## config.mk

```make
export PLATFORM = sky130hd
export DESIGN_NAME = demux1_8_deser
export DESIGN_NICKNAME = d
export VERILOG_FILES = /design/src/rtl/demux8_pkg.sv /design/src/rtl/demux8_slot_dec.sv /design/src/rtl/demux1_8_deser.sv
export SDC_FILE = /design/constraint.sdc
export NUM_CORES = 1
export LEC_CHECK = 0
export ABC_AREA = 0
export CAP_MARGIN = 20
export CELL_PAD_IN_SITES_DETAIL_PLACEMENT = 0
export CELL_PAD_IN_SITES_GLOBAL_PLACEMENT = 1
export CORE_MARGIN = 2
export CORE_UTILIZATION = 40
export CTS_BUF_LIST = sky130_fd_sc_hd__clkbuf_4 sky130_fd_sc_hd__clkbuf_8 sky130_fd_sc_hd__clkbuf_16
export CTS_CLUSTER_DIAMETER = 200
export CTS_CLUSTER_SIZE = 24
export DETAILED_ROUTE_END_ITERATION = 8
export HOLD_SLACK_MARGIN = 0.08
export PLACE_DENSITY_LB_ADDON = 0.1
export SLEW_MARGIN = 5
export SYNTH_ARGS = -nofsm -noshare
export SYNTH_HDL_FRONTEND = slang
export SYNTH_HIERARCHICAL = 1
export SYNTH_SLANG_ARGS = --single-unit
```

## constraint.sdc

```tcl
create_clock -name clk -period 1.9 [get_ports clk]
set_input_delay 0.57 -clock clk [delete_from_list [all_inputs] [get_ports clk]]
set_output_delay 0.57 -clock clk [all_outputs]
set_load 0.1 [all_outputs]
```

## src/rtl/demux8_pkg.sv

```systemverilog
// Shared constants and FSM state type for the 1:8 lane deserializer.
// Optional parity state is used only when DEMUX8_PARITY_EN is defined.
package demux8_pkg;
  localparam int NUM_SLOTS = 8;
  localparam int SEL_W     = 3;

  typedef enum logic {
    ST_COLLECT = 1'b0,
    ST_PARITY  = 1'b1
  } state_t;
endpackage

```

## src/rtl/demux8_slot_dec.sv

```systemverilog
// Combinational 3-to-8 one-hot slot write-enable decoder.
// Output is all-zero when en is low.
module demux8_slot_dec
  import demux8_pkg::*;
(
  input  logic [SEL_W-1:0]     slot,
  input  logic                 en,
  output logic [NUM_SLOTS-1:0] we
);
  always_comb begin
    we = '0;
    if (en) we = NUM_SLOTS'(1) << slot;
  end
endmodule

```

## src/rtl/demux1_8_deser.sv

```systemverilog
// 1:8 lane deserializer: steers each valid beat into slot sel and strobes
// the assembled word. Define DEMUX8_PARITY_EN for a trailing odd-parity beat.
module demux1_8_deser
  import demux8_pkg::*;
#(
  parameter int DATA_W = 1
) (
  input  logic                        clk,
  input  logic                        rst,
  input  logic                        in_valid,
  input  logic                        in_sync,
  input  logic [DATA_W-1:0]           in_data,
  output logic [SEL_W-1:0]            sel,
  output logic [NUM_SLOTS*DATA_W-1:0] out_data,
  output logic                        out_valid
`ifdef DEMUX8_PARITY_EN
  ,
  output logic                        parity_err
`endif
);
  state_t                        state, state_next;
  logic [DATA_W-1:0]             shadow [NUM_SLOTS];
  logic [SEL_W-1:0]              eff_sel, sel_next;
  logic                          wr_en, complete;
  logic [NUM_SLOTS-1:0]          we;
  logic [NUM_SLOTS*DATA_W-1:0]   word_next;

  demux8_slot_dec u_slot_dec (
    .slot (eff_sel),
    .en   (wr_en),
    .we   (we)
  );

  always_ff @(posedge clk) begin
    if (rst) state <= ST_COLLECT;
    else     state <= state_next;
  end

  always_comb begin
    state_next = state;
    eff_sel    = sel;
    sel_next   = sel;
    wr_en      = 1'b0;
    complete   = 1'b0;
    if (in_valid) begin
      if (in_sync) begin
        // Sync always restarts at slot 0, even over a pending parity beat.
        eff_sel    = '0;
        wr_en      = 1'b1;
        sel_next   = SEL_W'(1);
        state_next = ST_COLLECT;
      end else if (state == ST_COLLECT) begin
        wr_en    = 1'b1;
        sel_next = sel + SEL_W'(1);
        if (sel == SEL_W'(NUM_SLOTS - 1)) begin
`ifdef DEMUX8_PARITY_EN
          state_next = ST_PARITY;
`else
          complete = 1'b1;
`endif
        end
      end
`ifdef DEMUX8_PARITY_EN
      else begin
        complete   = 1'b1;
        state_next = ST_COLLECT;
      end
`endif
    end
  end

  always_comb begin
    word_next = '0;
    for (int k = 0; k < NUM_SLOTS; k++)
      word_next[k*DATA_W +: DATA_W] = shadow[k];
`ifndef DEMUX8_PARITY_EN
    // Slot 7 bypasses the shadow so the word is out one cycle after its beat.
    word_next[(NUM_SLOTS-1)*DATA_W +: DATA_W] = in_data;
`endif
  end

  always_ff @(posedge clk) begin
    if (rst) begin
      sel       <= '0;
      out_data  <= '0;
      out_valid <= 1'b0;
      for (int k = 0; k < NUM_SLOTS; k++) shadow[k] <= '0;
    end else begin
      sel       <= sel_next;
      out_valid <= complete;
      if (complete) out_data <= word_next;
      for (int k = 0; k < NUM_SLOTS; k++)
        if (we[k]) shadow[k] <= in_data;
    end
  end

`ifdef DEMUX8_PARITY_EN
  always_ff @(posedge clk) begin
    if (rst)           parity_err <= 1'b0;
    else if (complete) parity_err <= ~(^word_next ^ in_data[0]);
  end
`endif
endmodule

```

Yosys cells after proc, flatten, opt, wreduce, memory -nomap -nowiden
Memory sizes are Yosys's and may differ from the RTL's. A register that Yosys moved wholly into a read port is not among the register bits. Cells that the tools add are included.

Input port bits: 5. Memories kept: 1. Output and inout port bits: 12. Logic and storage cells: 57. Memory bits (writable): 8. Flip-flop bits (word level): 12.

Memories: shadow (words 8, bits a word 1, rd ports 7, clocked after Yosys merged registers in 7, wr ports 8, RTL line demux1_8_deser.sv:22) `logic [DATA_W-1:0] shadow [NUM_SLOTS];`.

Muxes and demuxes: 42. Bitwise logic cells: 8. $add $sub $neg: 1. Shifts and indexed selects: 1. Equality and inequality tests: 1.

Operators by type and width (count): 1-bit two-way mux (38); 3-bit two-way mux (3); 8-bit two-way mux (1); 1-bit OR (8); 1-bit by 3-bit left shift with 8-bit output (first input constant) (1); 3-bit by 1-bit adder with 3-bit output (second input constant) (1); 3-bit equality test (second input constant) (1).

Longest topological paths before layout
Gate-level depths: netlist of the first run.

Depth in word-level cells: 8. Depth in mapped cells: 5. Depth with buffers taken out: 4.

Cells and area by module
Netlist of the first run, hierarchy kept.

By module, submodules not included: demux1_8_deser (area an instance 873.3 um2, sequential area each 450.4 um2, instances 1, cells each 78); demux8_slot_dec (area an instance 95.1 um2, sequential area each 0.0 um2, instances 1, cells each 8).

Worst setup path before layout of the first run
OpenSTA, ideal clock, no wires.

Path type: register to register. Start: reg sel[1]. End: mem shadow[1], enable pin. Stages on the path, launching flop included: 4. Arrival time: 1758 ps. Buffers on the path: 0. Required time: 1653 ps. Path slack: -105 ps. Cells stage by stage: dfxtp_1 and2_1 and4bb_2 or2_1.

RTL lines: start, declared (RTL line demux1_8_deser.sv:13) `output logic [SEL_W-1:0] sel,`; start signal, assigned (RTL line demux1_8_deser.sv:89) `sel <= sel_next;`; end, declared (RTL line demux1_8_deser.sv:22).

==> results of run 1 <==
[power by group through the flow]
stage	clock, mW	combinational, mW	sequential (mW)
after floorplan	0	0.0393	0.464
after global placement	0	0.0906	0.448
after detailed placement	0	0.0915	0.448
after CTS	0.227	0.0920	0.439
after global routing	0.250	0.101	0.440
final	0.218	0.0915	0.439
[worst register-to-register path: cells and delay by family, from the launching register on]
kind	cells	cell delay, ns
DFF	1	0.39
and+or+nand+nor	3	0.78
[per-layer routing]
| metal | vias up | wire (µm) |
|---|---|---|
| met3 | 2 | 86 |
| li1 | 334 | - |
| met5 | - | 0 |
| met2 | 14 | 730 |
| met1 | 295 | 731 |
| met4 | 0 | 14 |
[layout by cell type, fill, tap and decap left out, drive strengths merged, types with 3 or more instances in the layout]
| cell | instances |
|---|---|
| nand2b | 16 |
| buf | 15 |
| dfxtp | 12 |
| and2 | 9 |
| or2 | 7 |
| mux2i | 7 |
| edfxtp | 7 |
| clkbuf | 4 |
| clkdlybuf4s50 | 4 |
| nand3b | 3 |
| and4b | 3 |
| and4bb | 3 |
[flip-flops by register name, summed over array words and instances (netlist names)]
register / cells
out_data: 8
shadow: 7
sel: 3
out_valid: 1
[metrics by stage]
stage	power (mW)	utilization [%]	worst slack [ns]
2_1_floorplan	0.5034	-	0.2455
3_3_place_gp	0.5385	57.37	-0.1484
3_5_place_dp	0.5395	57.37	-0.1751
4_1_cts	0.7578	58.71	0.1580
5_1_grt	0.7903	58.71	0.06897
6_report	0.7485	58.71	0.1286
[worst min-delay path by stage]
stage	from	endpoint	slack, ns	depth (start not counted)
final	sel[1]$_SDFFE_PP0P_	sel[1]$_SDFFE_PP0P_	0.51	2
after global routing	out_data[0]$_SDFFE_PP0P_	out_data[0]$_SDFFE_PP0P_	0.54	2
after CTS	sel[1]$_SDFFE_PP0P_	sel[1]$_SDFFE_PP0P_	0.51	2
after detailed placement	sel[1]$_SDFFE_PP0P_	sel[1]$_SDFFE_PP0P_	0.50	2
after global placement	out_data[6]$_SDFFE_PP0P_	out_data[6]$_SDFFE_PP0P_	0.49	2
after floorplan	shadow[0]$_SDFFCE_PN0P_	out_data[0]$_SDFFE_PP0P_	0.49	2
[layout make-up]
class	count	area (µm²)
Multi-Input combinational cell	62	476.7
Clock buffer	4	30.03
Sequential cell	19	454.2
Timing Repair Buffer	19	315.3
Fill cell	200	922.1
Tap cell	28	35.03
==> Flow_metrics.wiki, run 1 <==
{| class="wikitable"
! Metric !! Value
|-
| Status || finished clean
|-
| Areal power density over the cells || approximately 570 nW/µm²
|-
| Sequential fraction of design power || 58.6%
|-
| Post-Route Setup TNS || 0 ns
|-
| CTS Hold Bufs || 0
|-
| Fin Hold WS || 0.5142 ns
|-
| Area of the die || 2804 µm²
|-
| Clock skew after layout || 0.001530 ns
|-
| RR Startpoint || sel[1]$_SDFFE_PP0P_
|-
| Count of nets left with antenna violations after detail routing || 0
|-
| Core Area || 2233 µm²
|-
| Cell depth of the worst flop-to-flop path || 3
|-
| Fraction of power consumed by the clock network || 29.2%
|-
| Layer with the highest usage || met2
|-
| Ys Warns || 13
|-
| Top Ports || 17
|-
| Met1 track demand over resource || 16.75%
|-
| Post-detailed-route wirelength per cell || 11.83 µm
|-
| Htree depth || 1
|-
| Mapped Avg Cell Area || 11.28 µm²
|-
| Minimum period implied by the final worst setup slack || 1.771 ns
|-
| Syn_nets || 92
|-
| Total setup violations reported at the end of the flow || 0
|-
| Max_cap viols || 0
|-
| Worst EP required || 1.97 ns
|-
| RD Place Congestion || 0.6928
|-
| Clock-pin slew reported for the worst setup and hold paths after clock tree synthesis || 0.11 ns
|-
| Number of buffers on the longest clock path || 2
|-
| Register-to-register setup slack || 0.51 ns
|-
| Worst slew slack as a fraction of its limit || 82.77%
|-
| Series of cell instances along the critical path || clkdlybuf4s50_1, nand2_1, and2_1, and4bb_2, or2_1
|-
| Post-Route WL || between 1500 and 2000 µm
|-
| Destination of the worst register-to-register timing path || shadow[1]$_SDFFCE_PN0P_
|-
| Switching part of the total power || around a quarter
|-
| Diode count || 0
|-
| Post-Syn Area || 958.4 µm²
|-
| Kind of critical path || input port to register
|-
| Transition at the pin with the smallest max-transition slack || about 0.26 ns
|-
| Combined buffer and inverter count along the critical path || 1
|-
| CP Capture Type || register
|-
| Design area || ~1300 µm²
|-
| Crit-path slowest cell || sky130_fd_sc_hd__clkdlybuf4s50_1
|-
| Gate Count Post-Synth || 85
|-
| Sum of overflow across all layers after global routing || 0
|-
| Clock Sinks || 19
|-
| Inserted Clock Buffers || 3
|-
| Initial antenna violation count || 0
|-
| Max Slew Vio Count || 0
|-
| Proportion of power drawn by combinational gates || around 12%
|-
| Max rail drop VDD || between 0.3 and 0.4 mV
|-
| Floorplan die height || 52.95 µm
|-
| Number of detailed-route iterations in the first pass || 2
|-
| Maximum number of pins on one net before global-route repair || 27
|-
| Post-cts resize count || 0
|-
| Number of design rule violations left after detail routing || 0
|-
| Count of placed standard cells in the final layout, fillers left out || 132
|-
| Die Width || 52.95 µm
|-
| Detailed Place HPWL || 1081 µm
|-
| Maximum fanout count along the critical path || 7
|-
| Peak Freq || 564.5 MHz
|-
| Number of setup buffers added after CTS || 0
|-
| DR iter-0 viols || 4
|-
| Number of standard-cell rows in the floorplan || 17
|-
| Number of vias after detailed routing || 645
|-
| Internal portion of total power || 572.9 µW
|-
| GRT met2 Usage || between 20% and 30%
|-
| Proportion of layout cells with a drive suffix above 1 || 27.88%
|-
| Critical Path Sink || shadow[1]$_SDFFCE_PN0P_
|-
| Wire length of the first global-routing pass || 2753 µm
|-
| Via/cell ratio || ~5
|-
| Clock insertion delay at the later pin of the skew report || 0.29 ns
|-
| Class of the worst hold path || register to register
|-
| Total routing resource utilization after global routing || between 10 and 15%
|-
| Met3 Resource Use GR || 6.215%
|-
| Total instance count after detailed placement || 128
|-
| Data arrival, critical path || 1.84 ns
|-
| Area added between synthesis and finish || 36.81%
|-
| Net switching power of the design || 175.6 µW
|-
| Placed Area || between 1000 and 1500 µm²
|-
| Worst path max stage delay || 0.42 ns
|-
| Via count of the first global-routing pass || 597
|-
| Final net count || 112
|-
| Sort of element at the start of the critical path || input port
|-
| Endpoints failing hold || 0
|-
| Final worst path period share || between 90 and 100%
|-
| CTS Root Cell || sky130_fd_sc_hd__clkbuf_4
|-
| Top Family by Delay on Critical Path || simple AND/OR/NAND/NOR gates
|-
| Leakage || 0.4999 nW
|-
| Launch point of the critical path || in_sync
|-
| Number of buffer cells added on primary ports || 16
|-
| Levels on crit path || 5
|-
| CTS tree || built
|-
| Setup repair after global routing missed its margin || no
|-
| Starting density of the core || 42.91%
|}
(Power assumes the default switching activity.)
==> run 2: changes to the inputs <==
Settings changed: PLACE_DENSITY from default to 0.85, PLACE_DENSITY_LB_ADDON 0.1 to default.
==> run 2 against run 1 <==
Compared with the run above:
- final cell count grew 0.76%
- core utilization fell by 0.22 points
- worst setup slack improved by 0.0060 ns
- critical path type unchanged
- non-clock buffer count is 1 higher
- fmax rose by 0.34%
- flip-flop and latch count is the same
- clock power about the same
- die area is the same
- highest routed layer unchanged
- via count rose by 0.78%
- sequential power about the same
==> Flow_metrics.wiki, run 2 (same netlist as run 1, synthesis figures left out) <==
{| class="wikitable"
! Metric !! Value
|-
| Number of vias after detailed routing || 650 (+0.78%)
|-
| Post-Route WL || 1572 µm (+0.64%)
|-
| CTS Root Cell || sky130_fd_sc_hd__clkbuf_4
|-
| Reg with most FFs || out_data
|-
| Inserted Clock Buffers || 3 (unchanged)
|-
| Max Slew Vio Count || 0 (unchanged)
|-
| Via/cell ratio || 4.887 (about the same)
|-
| Leading registers by flop count || out_data x8, shadow x7, sel x3
|-
| Maximum number of pins on one net before global-route repair || 18 (-33%)
|-
| Area of the die || 2804 µm² (unchanged)
|-
| Data arrival, critical path || 1.83 ns (about the same)
|-
| Final worst path period share || 92.92% (-0.32 points)
|-
| Design area || 1306 µm² (-0.38%)
|-
| Minimum period implied by the final worst setup slack || 1.765 ns (-0.005989 ns)
|-
| Number of detailed-route iterations in the first pass || 4 (+2)
|-
| Sort of element at the start of the critical path || input port
|-
| Proportion of power drawn by combinational gates || 12.1% (about the same)
|-
| Detailed Place HPWL || 1187 µm (+9.8%)
|-
| Peak Freq || 566.4 MHz (+0.34%)
|-
| Max rail drop VDD || 0.3478 mV (-11%)
|-
| Number of flip-flops under the largest register name || 8 (unchanged)
|-
| Final net count || 113 (+0.89%)
|-
| Die Width || 52.95 µm (unchanged)
|-
| Diode count || 0 (unchanged)
|-
| Initial antenna violation count || 0 (unchanged)
|-
| Floorplan die height || 52.95 µm (unchanged)
|-
| Wire length of the first global-routing pass || 2835 µm (+3.0%)
|-
| Number of standard-cell rows in the floorplan || 17 (unchanged)
|-
| Setup repair after global routing missed its margin || no
|-
| Clock insertion delay at the later pin of the skew report || 0.29 ns (about the same)
|-
| Number of buffer cells added on primary ports || 16 (unchanged)
|-
| DR iter-0 viols || 12 (+8)
|-
| Area added between synthesis and finish || 36.29%
|-
| CTS Hold Bufs || 0 (unchanged)
|-
| Most common library cell in the layout ignoring fill and taps || sky130_fd_sc_hd__nand2b_1
|-
| Post-detailed-route wirelength per cell || 11.82 µm (-0.12%)
|-
| Worst-case setup slack after placement || -0.1804 ns (-0.005235 ns)
|-
| Post-cts resize count || 0 (unchanged)
|-
| Core Area || 2233 µm² (unchanged)
|-
| CTS tree || built
|-
| Top Ports || 17 (unchanged)
|-
| Leading cell types in the layout, fill and taps excluded || 16 x sky130_fd_sc_hd__nand2b_1, 12 x sky130_fd_sc_hd__buf_12, 9 x sky130_fd_sc_hd__and2_1, 9 x sky130_fd_sc_hd__dfxtp_1
|-
| Transition at the pin with the smallest max-transition slack || 0.2654 ns (+0.008212 ns)
|-
| Net switching power of the design || 173.3 µW (-1.3%)
|-
| Proportion of layout cells with a drive suffix above 1 || 28.57% (+0.69 points)
|-
| Sum of overflow across all layers after global routing || 0 (unchanged)
|-
| Switching part of the total power || 23.27% (-0.19 points)
|-
| Worst path setup slack after routing || 0.1345 ns (+0.005989 ns)
|-
| Total setup violations reported at the end of the flow || 0 (unchanged)
|-
| Internal portion of total power || 571.6 µW (-0.23%)
|-
| Endpoints failing hold || 0 (unchanged)
|-
| CP Capture Type || register
|-
| Max_cap viols || 0 (unchanged)
|-
| Kind of critical path || input port to register
|-
| Number of setup buffers added after CTS || 0 (unchanged)
|-
| Clock skew after layout || 0.004012 ns (+0.002483 ns)
|-
| Areal power density over the cells || 570.3 nW/µm² (-0.10%)
|-
| Via count of the first global-routing pass || 638 (+6.9%)
|-
| Worst slew slack as a fraction of its limit || 82.22% (-0.55 points)
|-
| Clock Sinks || 19 (unchanged)
|-
| Sequential fraction of design power || 58.9% (+0.3 points)
|-
| Count of nets left with antenna violations after detail routing || 0 (unchanged)
|-
| Htree depth || 1 (unchanged)
|-
| Number of design rule violations left after detail routing || 0 (unchanged)
|-
| Number of buffers on the longest clock path || 2 (unchanged)
|-
| Maximum fanout count along the critical path || 7 (unchanged)
|-
| Worst EP required || 1.96 ns (about the same)
|-
| Leakage || 0.5001 nW (about the same)
|-
| Starting density of the core || 42.91% (unchanged)
|-
| Fraction of power consumed by the clock network || 29.0% (-0.2 points)
|-
| RD Place Congestion || 0.7158 (+3.3%)
|-
| Placed Area || 1276 µm² (-0.39%)
|-
| Status || finished clean
|-
| Clock-pin slew reported for the worst setup and hold paths after clock tree synthesis || 0.11 ns (about the same)
|-
| Total routing resource utilization after global routing || 13.95% (unchanged)
|-
| Class of the worst hold path || register to register
|}
## run 2: worst paths after layout
check                            from                      end  slack [ns]  depth (start not counted)
setup / recovery              in_sync  shadow[1]$_SDFFCE_PN0P_        0.13                          5
hold / removal    sel[2]$_SDFFE_PP0P_      sel[2]$_SDFFE_PP0P_        0.51                          2
setup reg to reg  sel[1]$_SDFFE_PP0P_  shadow[1]$_SDFFCE_PN0P_        0.52                          3
hold reg to reg   sel[2]$_SDFFE_PP0P_      sel[2]$_SDFFE_PP0P_        0.51                          2
## run 2: power by group through the flow
| stage | sequential (mW) | combinational, mW | clock (mW) |
|---|---|---|---|
| finish | 0.439 | 0.0901 | 0.216 |
| global route | 0.440 | 0.0989 | 0.245 |
| CTS | 0.439 | 0.0912 | 0.223 |
| detailed placement | 0.448 | 0.0911 | 0 |
| global placement | 0.448 | 0.0885 | 0 |
| floorplan | 0.464 | 0.0393 | 0 |
## run 2: metrics by stage
stage / instances / hold WS [ns] / util, % / setup TNS (ns) / power (mW)
final: 133 / 0.5139 / 58.49 / 0 / 0.7449
after global routing: 133 / 0.5296 / 58.49 / 0 / 0.7839
after CTS: 133 / 0.5161 / 58.49 / 0 / 0.7537
after detailed placement: 129 / 0.4958 / 57.14 / -1.432 / 0.5395
after global placement: 129 / 0.4914 / 57.14 / -0.9133 / 0.5364
after floorplan: 85 / 0.4906 / - / 0 / 0.5034
## run 2: layout make-up
class | count | area [µm²]
sequential | 19 | 454.2
multi-input combinational | 62 | 476.7
tap | 28 | 35.03
fill | 191 | 927.1
clock buffer | 4 | 30.03
timing repair buffer | 20 | 310.3
## run 2: critical path, stage by stage
cell and delay, ns:
sky130_fd_sc_hd__clkdlybuf4s50_1 0.42, sky130_fd_sc_hd__nand2_1 0.09, sky130_fd_sc_hd__and2_1 0.24, sky130_fd_sc_hd__and4bb_2 0.27
sky130_fd_sc_hd__or2_1 0.23
## run 2: per-layer routing
metal	global-route usage [%]	wire, µm	up-vias
li1	-	-	333
met1	17.11	743	299
met2	23.33	742	14
met3	3.672	64	4
met4	5.128	22	0
met5	0	0	-
==> run 3: changes to the inputs <==
Settings changed: CORE_UTILIZATION 40 to 31, PLACE_DENSITY 0.85 to 0.7, SKIP_CTS_REPAIR_TIMING from default to 1.
==> run 3 against run 2 <==
Compared with the run above:
- first-iteration DRC count is 33% lower
- clock power hardly changed
- sequential share of layout area is 0.17 points lower
- clock skew hardly changed
- register-to-register slack better by 0.02 ns
- cell area is 0.48% higher
- die area is 27% higher
- core utilization is 15 points lower
- critical path type unchanged
==> Flow_metrics.wiki, run 3 (same netlist as run 1, synthesis figures left out) <==
{| class="wikitable"
! Metric !! Value
|-
| Sum of overflow across all layers after global routing || 0 (unchanged)
|-
| Wire length of the first global-routing pass || 2553 µm (-9.9%)
|-
| CP Capture Type || register
|-
| Number of flip-flops under the largest register name || 8 (unchanged)
|-
| Total routing resource utilization after global routing || 9.648% (-4.3 points)
|-
| Htree depth || 1 (unchanged)
|-
| RD Place Congestion || 0.6415 (-10%)
|-
| Reg with most FFs || out_data
|-
| Clock Sinks || 19 (unchanged)
|-
| Post-detailed-route wirelength per cell || 10.75 µm (-9.0%)
|-
| Peak Freq || 573.1 MHz (+1.2%)
|-
| Sort of element at the start of the critical path || input port
|-
| Area of the die || 3552 µm² (+27%)
|-
| Number of buffers on the longest clock path || 2 (unchanged)
|-
| Clock insertion delay at the later pin of the skew report || 0.29 ns (about the same)
|-
| Die Width || 59.60 µm (+13%)
|-
| Maximum number of pins on one net before global-route repair || 17 (-1)
|-
| Final standard cell utilization of the core || 43.71% (-15 points)
|-
| Count of nets left with antenna violations after detail routing || 0 (unchanged)
|-
| Design area || 1313 µm² (+0.48%)
|-
| Number of standard-cell rows in the floorplan || 20 (+3)
|-
| Number of buffer cells added on primary ports || 16 (unchanged)
|-
| Post-Route WL || 1484 µm (-5.6%)
|-
| Areal power density over the cells || 566.7 nW/µm² (-0.63%)
|-
| Overall power after layout || 743.8 µW (-0.15%)
|-
| Data arrival, critical path || 1.81 ns (-0.02 ns)
|-
| Initial antenna violation count || 0 (unchanged)
|-
| Top Ports || 17 (unchanged)
|-
| CTS tree || built
|-
| Setup repair after global routing missed its margin || no
|-
| Maximum fanout count along the critical path || 7 (unchanged)
|-
| Floorplan die height || 59.60 µm (+13%)
|-
| Worst path setup slack after routing || 0.1552 ns (+0.02068 ns)
|-
| Worst slew slack as a fraction of its limit || 83.14% (+0.92 points)
|-
| Via/cell ratio || 4.580 (-6.3%)
|-
| Fin Hold WS || 0.5147 ns (+0.0008340 ns)
|-
| Clock-pin slew reported for the worst setup and hold paths after clock tree synthesis || 0.11 ns (about the same)
|-
| Area added between synthesis and finish || 36.95%
|-
| Clock skew after layout || 0.003827 ns (-0.0001855 ns)
|-
| Filler instances || 288 (+51%)
|-
| Via count of the first global-routing pass || 567 (-11%)
|-
| Detailed Place HPWL || 1144 µm (-3.7%)
|-
| Core Area || 3003 µm² (+34%)
|-
| DR iter-0 viols || 8 (-4)
|-
| Kind of critical path || input port to register
|-
| Max Slew Vio Count || 0 (unchanged)
|-
| Endpoints failing hold || 0 (unchanged)
|-
| Worst EP required || 1.96 ns (about the same)
|-
| Max rail drop VDD || 0.2150 mV (-38%)
|-
| Number of design rule violations left after detail routing || 0 (unchanged)
|-
| Final worst path period share || 91.83% (-1.1 points)
|-
| Most common library cell in the layout ignoring fill and taps || sky130_fd_sc_hd__nand2b_1
|-
| Leakage || 0.5001 nW (unchanged)
|-
| Placed Area || 1282 µm² (+0.49%)
|-
| Proportion of layout cells with a drive suffix above 1 || 28.57% (unchanged)
|-
| Max_cap viols || 0 (unchanged)
|-
| Inserted Clock Buffers || 3 (unchanged)
|-
| Number of detailed-route iterations in the first pass || 2 (-2)
|-
| Starting density of the core || 31.92% (-11 points)
|-
| Total setup violations reported at the end of the flow || 0 (unchanged)
|-
| Class of the worst hold path || register to register
|-
| Leading registers by flop count || out_data x8, shadow x7, sel x3
|-
| Final net count || 113 (unchanged)
|-
| Number of vias after detailed routing || 632 (-2.8%)
|-
| Worst-case setup slack after placement || -0.1599 ns (+0.02046 ns)
|-
| Status || finished clean
|-
| Minimum period implied by the final worst setup slack || 1.745 ns (-0.02068 ns)
|-
| Transition at the pin with the smallest max-transition slack || 0.2517 ns (-0.01372 ns)
|-
| Leading cell types in the layout, fill and taps excluded || 16 x sky130_fd_sc_hd__nand2b_1, 12 x sky130_fd_sc_hd__buf_12, 9 x sky130_fd_sc_hd__and2_1, 9 x sky130_fd_sc_hd__dfxtp_1
|-
| Diode count || 0 (unchanged)
|-
| CTS Root Cell || sky130_fd_sc_hd__clkbuf_4
|}
-- run 3: cell counts in the layout (fill, tap and decap cells not counted) --
Identical to the previous run, type by type.
-- run 3: power breakdown --
part           internal, mW  leakage (nW)  switching (mW)
logic                0.0432         0.311          0.0459
registers             0.432         0.170         0.00619
clock network        0.0958        0.0184           0.120
-- run 3: through the flow --
stage               cells  setup TNS, ns
finish                138              0
global route          138              0
CTS                   138              0
detailed placement    134         -1.239
global placement      134         -1.056
floorplan              85              0
-- run 3: layer usage --
| metal | wire length, µm | GRT usage, % | share of wire [%] | up-vias |
|---|---|---|---|---|
| li1 | - | - | - | 335 |
| met1 | 685 | 11.28 | 46 | 282 |
| met2 | 699 | 15.70 | 47 | 13 |
| met3 | 83 | 3.275 | 5.6 | 2 |
| met4 | 15 | 4.762 | 1.0 | 0 |
| met5 | 0 | 0 | 0 | - |
-- run 3: cell type report --
| type | instances | area (µm²) | share of cell area [%] |
|---|---|---|---|
| Clock buffer | 4 | 30.03 | 2.288 |
| Sequential cell | 19 | 454.2 | 34.60 |
| Timing Repair Buffer | 20 | 310.3 | 23.64 |
| Tap cell | 33 | 41.29 | 3.146 |
| Multi-Input combinational cell | 62 | 476.7 | 36.32 |
-- run 3: path summary, 6_finish.rpt --
kind / start / endpoint / slack (ns) / depth (start not counted)
setup / recovery: in_sync / shadow[1]$_SDFFCE_PN0P_ / 0.16 / 5
hold / removal: out_data[2]$_SDFFE_PP0P_ / out_data[2]$_SDFFE_PP0P_ / 0.51 / 2
setup reg to reg: sel[1]$_SDFFE_PP0P_ / shadow[1]$_SDFFCE_PN0P_ / 0.54 / 3
hold reg to reg: out_data[2]$_SDFFE_PP0P_ / out_data[2]$_SDFFE_PP0P_ / 0.51 / 2
-- run 3: critical path: stages --
cell and delay [ns]:
sky130_fd_sc_hd__clkdlybuf4s50_1 0.41, sky130_fd_sc_hd__nand2_1 0.09, sky130_fd_sc_hd__and2_1 0.23, sky130_fd_sc_hd__and4bb_2 0.27, sky130_fd_sc_hd__or2_1 0.23
